[config.mk]
export PLATFORM = sky130hd
export DESIGN_NAME = mem_buffer_arbiter
export DESIGN_NICKNAME = d
export VERILOG_FILES = /design/src/rtl/mem_buffer_pkg.sv /design/src/rtl/mem_buffer_arbiter_rr_arbiter.sv /design/src/rtl/mem_buffer_arbiter.sv
export SDC_FILE = /design/constraint.sdc
export NUM_CORES = 1
export LEC_CHECK = 0
export CORE_ASPECT_RATIO = 1.75
export CORE_MARGIN = 2
export CORE_UTILIZATION = 31
export CTS_CLUSTER_SIZE = 10
export DETAILED_ROUTE_END_ITERATION = 8
export PLACE_DENSITY = 0.82
export SYNTH_ARGS = -nofsm -noshare
export SYNTH_HDL_FRONTEND = slang
export SYNTH_SLANG_ARGS = --single-unit
export TNS_END_PERCENT = 50
[constraint.sdc]
create_clock -name Clk -period 1.3 [get_ports Clk]
set_input_delay 0.13 -clock Clk [delete_from_list [all_inputs] [get_ports Clk]]
set_output_delay 0.13 -clock Clk [all_outputs]
set_load 0.02 [all_outputs]
[src/rtl/mem_buffer_pkg.sv]
// Shared types and defaults for the memory-buffer arbiter slice.
// The MEM_BUFFER_ARB_PRIO_EN macro switches the arbiter to fixed priority.
package mem_buffer_pkg;

    localparam int MEM_ADDR_W = 8;
    localparam int MEM_DATA_W = 16;
    localparam int MAX_REQ    = 8;
    localparam int TAG_ID_W   = 3;

    typedef enum logic {
        ARB_OPEN   = 1'b0,
        ARB_LOCKED = 1'b1
    } arb_state_t;

    typedef struct packed {
        logic                valid;
        logic [TAG_ID_W-1:0] id;
    } rsp_tag_t;

endpackage

[src/rtl/mem_buffer_arbiter_rr_arbiter.sv]
// Request vector to one-hot grant plus encoded index.
// Round-robin from ptr_i by default; fixed priority (index 0 first) under MEM_BUFFER_ARB_PRIO_EN.
module rr_arbiter
    import mem_buffer_pkg::*;
#(
    parameter int NUM_REQ = 2,
    parameter int IDX_W   = 1
) (
    input  logic [NUM_REQ-1:0] req_i,
    input  logic [IDX_W-1:0]   ptr_i,
    output logic [NUM_REQ-1:0] gnt_o,
    output logic [IDX_W-1:0]   idx_o
);

`ifdef MEM_BUFFER_ARB_PRIO_EN
    logic unused_ptr;
    assign unused_ptr = ^ptr_i;

    always_comb begin
        gnt_o = '0;
        idx_o = '0;
        for (int k = NUM_REQ - 1; k >= 0; k--) begin
            if (req_i[k]) begin
                gnt_o    = '0;
                gnt_o[k] = 1'b1;
                idx_o    = IDX_W'(k);
            end
        end
    end
`else
    always_comb begin
        logic       found;
        logic [IDX_W:0] cand;
        gnt_o = '0;
        idx_o = '0;
        found = 1'b0;
        cand  = '0;
        // Scan forward from the pointer, wrapping at NUM_REQ
        for (int k = 0; k < NUM_REQ; k++) begin
            cand = {1'b0, ptr_i} + (IDX_W + 1)'(k);
            if (cand >= (IDX_W + 1)'(NUM_REQ)) begin
                cand = cand - (IDX_W + 1)'(NUM_REQ);
            end
            if (!found && req_i[cand[IDX_W-1:0]]) begin
                found                  = 1'b1;
                gnt_o[cand[IDX_W-1:0]] = 1'b1;
                idx_o                  = cand[IDX_W-1:0];
            end
        end
    end
`endif

endmodule

[src/rtl/mem_buffer_arbiter.sv]
// Arbitrates NUM_REQ requesters onto the single-port 256x16 buffer with locked bursts
// and a two-stage read tag pipeline. Build option: MEM_BUFFER_ARB_PRIO_EN (fixed priority).
module mem_buffer_arbiter
    import mem_buffer_pkg::*;
#(
    parameter  int NUM_REQ = 2,
    parameter  int ADDR_W  = MEM_ADDR_W,
    parameter  int DATA_W  = MEM_DATA_W,
    localparam int ID_W    = (NUM_REQ > 2) ? $clog2(NUM_REQ) : 1
) (
    input  logic                       Clk,
    input  logic                       Rst,
    input  logic [NUM_REQ-1:0]         Req_Valid,
    input  logic [NUM_REQ-1:0]         Req_Write,
    input  logic [NUM_REQ-1:0]         Req_Lock,
    input  logic [NUM_REQ*ADDR_W-1:0]  Req_Addr,
    input  logic [NUM_REQ*DATA_W-1:0]  Req_Wdata,
    output logic [NUM_REQ-1:0]         Req_Ready,
    output logic                       Rsp_Valid,
    output logic [ID_W-1:0]            Rsp_Id,
    output logic [DATA_W-1:0]          Rsp_Data,
    output logic                       Mem_Read,
    output logic                       Mem_Write,
    output logic [ADDR_W-1:0]          Mem_Address,
    output logic [DATA_W-1:0]          Mem_Write_Data,
    input  logic [DATA_W-1:0]          Mem_Read_Data
);

    arb_state_t        state_q;
    logic [ID_W-1:0]   owner_q;
    logic [ID_W-1:0]   ptr_q;
    logic              mem_read_q;
    logic              mem_write_q;
    logic [ADDR_W-1:0] mem_addr_q;
    logic [DATA_W-1:0] mem_wdata_q;
    rsp_tag_t          tag_p1_q;
    rsp_tag_t          tag_p2_q;

    logic [NUM_REQ-1:0] arb_gnt;
    logic [ID_W-1:0]    arb_idx;
    logic [ID_W-1:0]    gnt_idx;
    logic               beat;
    logic               sel_write;
    logic               sel_lock;
    logic [ADDR_W-1:0]  sel_addr;
    logic [DATA_W-1:0]  sel_wdata;

    rr_arbiter #(
        .NUM_REQ (NUM_REQ),
        .IDX_W   (ID_W)
    ) u_rr_arbiter (
        .req_i   (Req_Valid),
        .ptr_i   (ptr_q),
        .gnt_o   (arb_gnt),
        .idx_o   (arb_idx)
    );

    // Grant decode: a lock pins Ready to the owner's own Valid
    always_comb begin
        Req_Ready = '0;
        if (!Rst) begin
            if (state_q == ARB_LOCKED) begin
                Req_Ready[owner_q] = Req_Valid[owner_q];
            end else begin
                Req_Ready = arb_gnt;
            end
        end
    end

    assign gnt_idx   = (state_q == ARB_LOCKED) ? owner_q : arb_idx;
    assign beat      = |(Req_Valid & Req_Ready);
    assign sel_write = Req_Write[gnt_idx];
    assign sel_lock  = Req_Lock[gnt_idx];
    assign sel_addr  = Req_Addr[gnt_idx*ADDR_W +: ADDR_W];
    assign sel_wdata = Req_Wdata[gnt_idx*DATA_W +: DATA_W];

    // Stage p1: buffer port and read tag; stage p2: tag aligned with buffer read data
    always_ff @(posedge Clk) begin
        if (Rst) begin
            state_q     <= ARB_OPEN;
            owner_q     <= '0;
            ptr_q       <= '0;
            mem_read_q  <= 1'b0;
            mem_write_q <= 1'b0;
            mem_addr_q  <= '0;
            mem_wdata_q <= '0;
            tag_p1_q    <= '0;
            tag_p2_q    <= '0;
        end else begin
            tag_p2_q       <= tag_p1_q;
            tag_p1_q.valid <= beat && !sel_write;
            tag_p1_q.id    <= (beat && !sel_write) ? TAG_ID_W'(gnt_idx) : '0;
            mem_read_q     <= beat && !sel_write;
            mem_write_q    <= beat && sel_write;
            if (beat) begin
                mem_addr_q  <= sel_addr;
                mem_wdata_q <= sel_wdata;
                ptr_q       <= (gnt_idx == ID_W'(NUM_REQ - 1)) ? '0 : gnt_idx + 1'b1;
                if (sel_lock) begin
                    state_q <= ARB_LOCKED;
                    owner_q <= gnt_idx;
                end else begin
                    state_q <= ARB_OPEN;
                end
            end
        end
    end

    logic unused_tag_bits;
    assign unused_tag_bits = ^tag_p2_q.id;

    assign Mem_Read       = mem_read_q;
    assign Mem_Write      = mem_write_q;
    assign Mem_Address    = mem_addr_q;
    assign Mem_Write_Data = mem_wdata_q;
    assign Rsp_Valid      = tag_p2_q.valid;
    assign Rsp_Id         = tag_p2_q.id[ID_W-1:0];
    // The buffer floats its read port when idle, so only pass data on a tagged cycle
    assign Rsp_Data       = tag_p2_q.valid ? Mem_Read_Data : '0;

endmodule

==> summary.md <==
| Metric | Value |
|---|---|
| Status | finished, violations left |
| Violated checks | setup timing |
| First-pass iteration count of the detailed router | 4 |
| Leakage power total | 0.001481 uW |
| Slowest stage delay, CP | between 0.3 and 0.4 ns |
| Commonest non-fill, non-tap cell in the layout | clkdlybuf4s50_1 |
| Total power | around 3300 uW |
| Minimum hold slack | about 0.13 ns |
| Mux share of post-synthesis cell area | 1.203% |
| Design area | 3392 um^2 |
| I/O Pins | 118 |
| XOR/XNOR share of the synthesized area | 0% |
| Non-Filler Instances | ~390 |
| Final setup viols | 31 |
| Post-route ant nets | 0 |
| Pwr dens | 981.5 nW/um^2 |
| Critical path fanouts, max | 5 |
| Clock-pin transition on the worst setup and hold timing paths | 0.06 ns |
| Arr. time, crit path | between 1.5 and 2 ns |
| Maximum VDD drop | 806.3 uV |
| Netlist cell types | 27 |
| Vias in the first global route | 1919 |
| Crit path required time | about 1.5 ns |
| RSZ-0062 raised after global routing | yes |
| Synthesized Nets | 261 |
| Min Tclk post-route | 1.590 ns |
| GP Congestion | roughly 0.77 |
| Root buf cell | clkbuf_8 |
| Crit path launch type | flop |
| Most frequent cells in the layout | clkdlybuf4s50_1, nand2_1, dfxtp_1 |
| Max-slew violation count | 0 |
| Synth Area in Adders | 0% |
| Cts-stage hold buffer count | 0 |
| FP Rows | 35 |
| Slew headroom | approximately 77% |
| Post-Synth Simple-Gate Area | between 20% and 30% |
| # nets final | 405 |
| Synth Area in Compound Gates | 25.71% |
| Starting Density | 31.93% |
| Multi-input gate area | 1039 um^2 |
| Post-Route WL | ~6400 um |
| Register area | 645.6 um^2 |
| CP max stage cell | dfxtp_2 |
| Proportion of layout cells with a drive suffix above 1 | 33.53% |
| Synth top area share | around two fifths |
| Final Worst Setup Slack | -0.2899 ns |
| Vias per inst | 5.031 |
| Dominant cell type by area after synthesis | dfxtp_1 |
| Port bufs | 117 |
| Die Footprint | 5993 um^2 |
| Synthesized flop and latch total | 32 |
| Worst Tran Pin Value | 0.3406 ns |
| Synth Warn # | 0 |
| Maximum buffer depth of the clock tree | 2 |
| Cells after synthesis | 189 |
| Critical path type | reg2reg |
| Hold crit path type | in2reg |
| Grt ovf | 0 |
| DRT iter0 DRCs | 33 |
| HPWL Detailed | 4286 um |
| Maxcap violations | 0 |
| Die Wd | 59.39 um |
| Detailed-route via count | 1957 |
| Synth Area per Inst | 8.805 um^2 |
| Largest family of logic cells by synthesized area | simple AND/OR/NAND/NOR gates |
| Critical Path Sink Type | flop |
| Num CTS Buffers | 5 |
| Global-route wire length before repair | just over 9000 um |
| CTS sink count | 32 |
| Fillers | ~440 |
| Clock Skews | 0.01056 ns |
| Part of the cycle the worst path needs | 122.3% |
| Worst-Skew Late Latency | 0.28 ns |
| Cell Chain, Critical Path | buf_6, mux2i_4, a211oi_4, buf_6, buf_8, buf_4, clkbuf_16, a311oi_2 |
| Final design utilization | about two thirds |
| H-tree levels | 2 |
| Post-Syn Area | 1664 um^2 |
| Dominant cells by area after synthesis | dfxtp_1, a311oi_2, nand2_1, and2_1, nor2_1 |
| Initial antenna violation count | 0 |
| Final hold vios | 0 |
| Max Freq | between 600 and 700 MHz |
| Die Span Y | slightly above 100 um |
| All-Layer GR Usage | 20.31% |
| Layout area overhead | 103.8% |
| Core Box Area | 5211 um^2 |
| DRC viols | 0 |
| Most numerous cell on the critical path | buf_6 |
| Drt wl/cell | 16.47 um |
| Antenna fix cells | 0 |
| CTS tree | done |
| Post-synthesis sequential area ratio | 38.50% |
| Placed instance area | between 3000 and 4000 um^2 |
| Largest net degree at the start of global routing | 22 |
| Placed cells | 366 |
cell families after synthesis:
family          count (synthesis)
buf+inv                        16
mux                             2
simple gates                  106
flops                          32
compound gates                 33
synth_stat cells, drive strengths merged:
| library cell | number |
|---|---|
| a2111oi | 1 |
| a211oi | 1 |
| a21o | 1 |
| a21oi | 2 |
| a2bb2oi | 1 |
| a311oi | 25 |
| a31oi | 1 |
| and2 | 18 |
| and2b | 1 |
| buf | 10 |
| clkbuf | 5 |
| dfxtp | 32 |
| inv | 1 |
| mux2i | 2 |
| nand2 | 51 |
| nand2b | 3 |
| nor2 | 26 |
| nor2b | 4 |
| nor3b | 1 |
| nor4bb | 1 |
| o21ai | 1 |
| or2 | 1 |
power breakdown:
part / internal [uW] / leakage, uW / total, uW / switching [uW]
sequential: 1070 / 0.000265 / 1120 / 51.3
clock: 677 / 0.0000645 / 1050 / 376
combinational: 628 / 0.00115 / 1160 / 532
total: 2370 / 0.00148 / 3330 / 960
per-layer routing:
layer | vias to the layer above | routed length [um] | GRT usage, %
li1 | 933 | - | -
met1 | 906 | 2007 | 18.66
met2 | 106 | 3799 | 40.57
met3 | 12 | 462 | 4.493
met4 | 0 | 136 | 7.343
met5 | - | 0 | 0
critical path, delay by kind of cell (launching register included):
family,cells,cell delay [ns]
AOI/OAI and AO/OA,2,0.27
buffers and inverters,5,0.66
DFF,1,0.33
muxes,1,0.23
state kept, by name (all words and copies together) (netlist names):
| signal | cells |
|---|---|
| Mem_Address | 8 |
| Mem_Write | 1 |
| Mem_Write_Data | 16 |
| Rsp_Id | 1 |
| Rsp_Valid | 1 |
| owner_q | 1 |
| ptr_q | 1 |
| state_q | 1 |
| tag_p1_q | 2 |
per-stage QoR:
stage,setup TNS [ns],setup slack [ns]
2_1_floorplan,-2.799,-0.1432
3_3_place_gp,-15.63,-0.5938
3_5_place_dp,-17.30,-0.6228
4_1_cts,-7.119,-0.2971
5_1_grt,-9.378,-0.3481
6_report,-7.423,-0.2899
timing repair:
item                                    CTS  global route
gates cloned                              3             4
setup buffers                             3             7
gates resized for setup                  97            34
endpoints found under the setup margin   75            44
pin swaps                                 2             8
path summary, 6_finish.rpt:
check,startpoint,end,slack (ns),depth (start not counted)
worst min register to register,tag_p1_q[0]$_SDFF_PP0_,Rsp_Id$_SDFF_PP0_,0.45,1
worst min-delay path,Rst,ptr_q$_SDFFE_PP0P_,0.13,2
worst max-delay path,owner_q$_SDFFE_PP0P_,Mem_Write_Data[11]$_SDFFE_PP0P_,-0.29,8
worst max register to register,owner_q$_SDFFE_PP0P_,Mem_Write_Data[11]$_SDFFE_PP0P_,-0.29,8
area by class of cell:
cell class | instances | share of cell area, %
Timing Repair Buffer | 152 | 44.49
Multi-Input combinational cell | 141 | 30.62
Sequential cell | 32 | 19.03
Clock buffer | 7 | 2.840
Tap cell | 55 | 2.029
Clock inverter | 1 | 0.8853
Inverter | 1 | 0.1107
No activity file was read; power rests on OpenSTA's default activity.
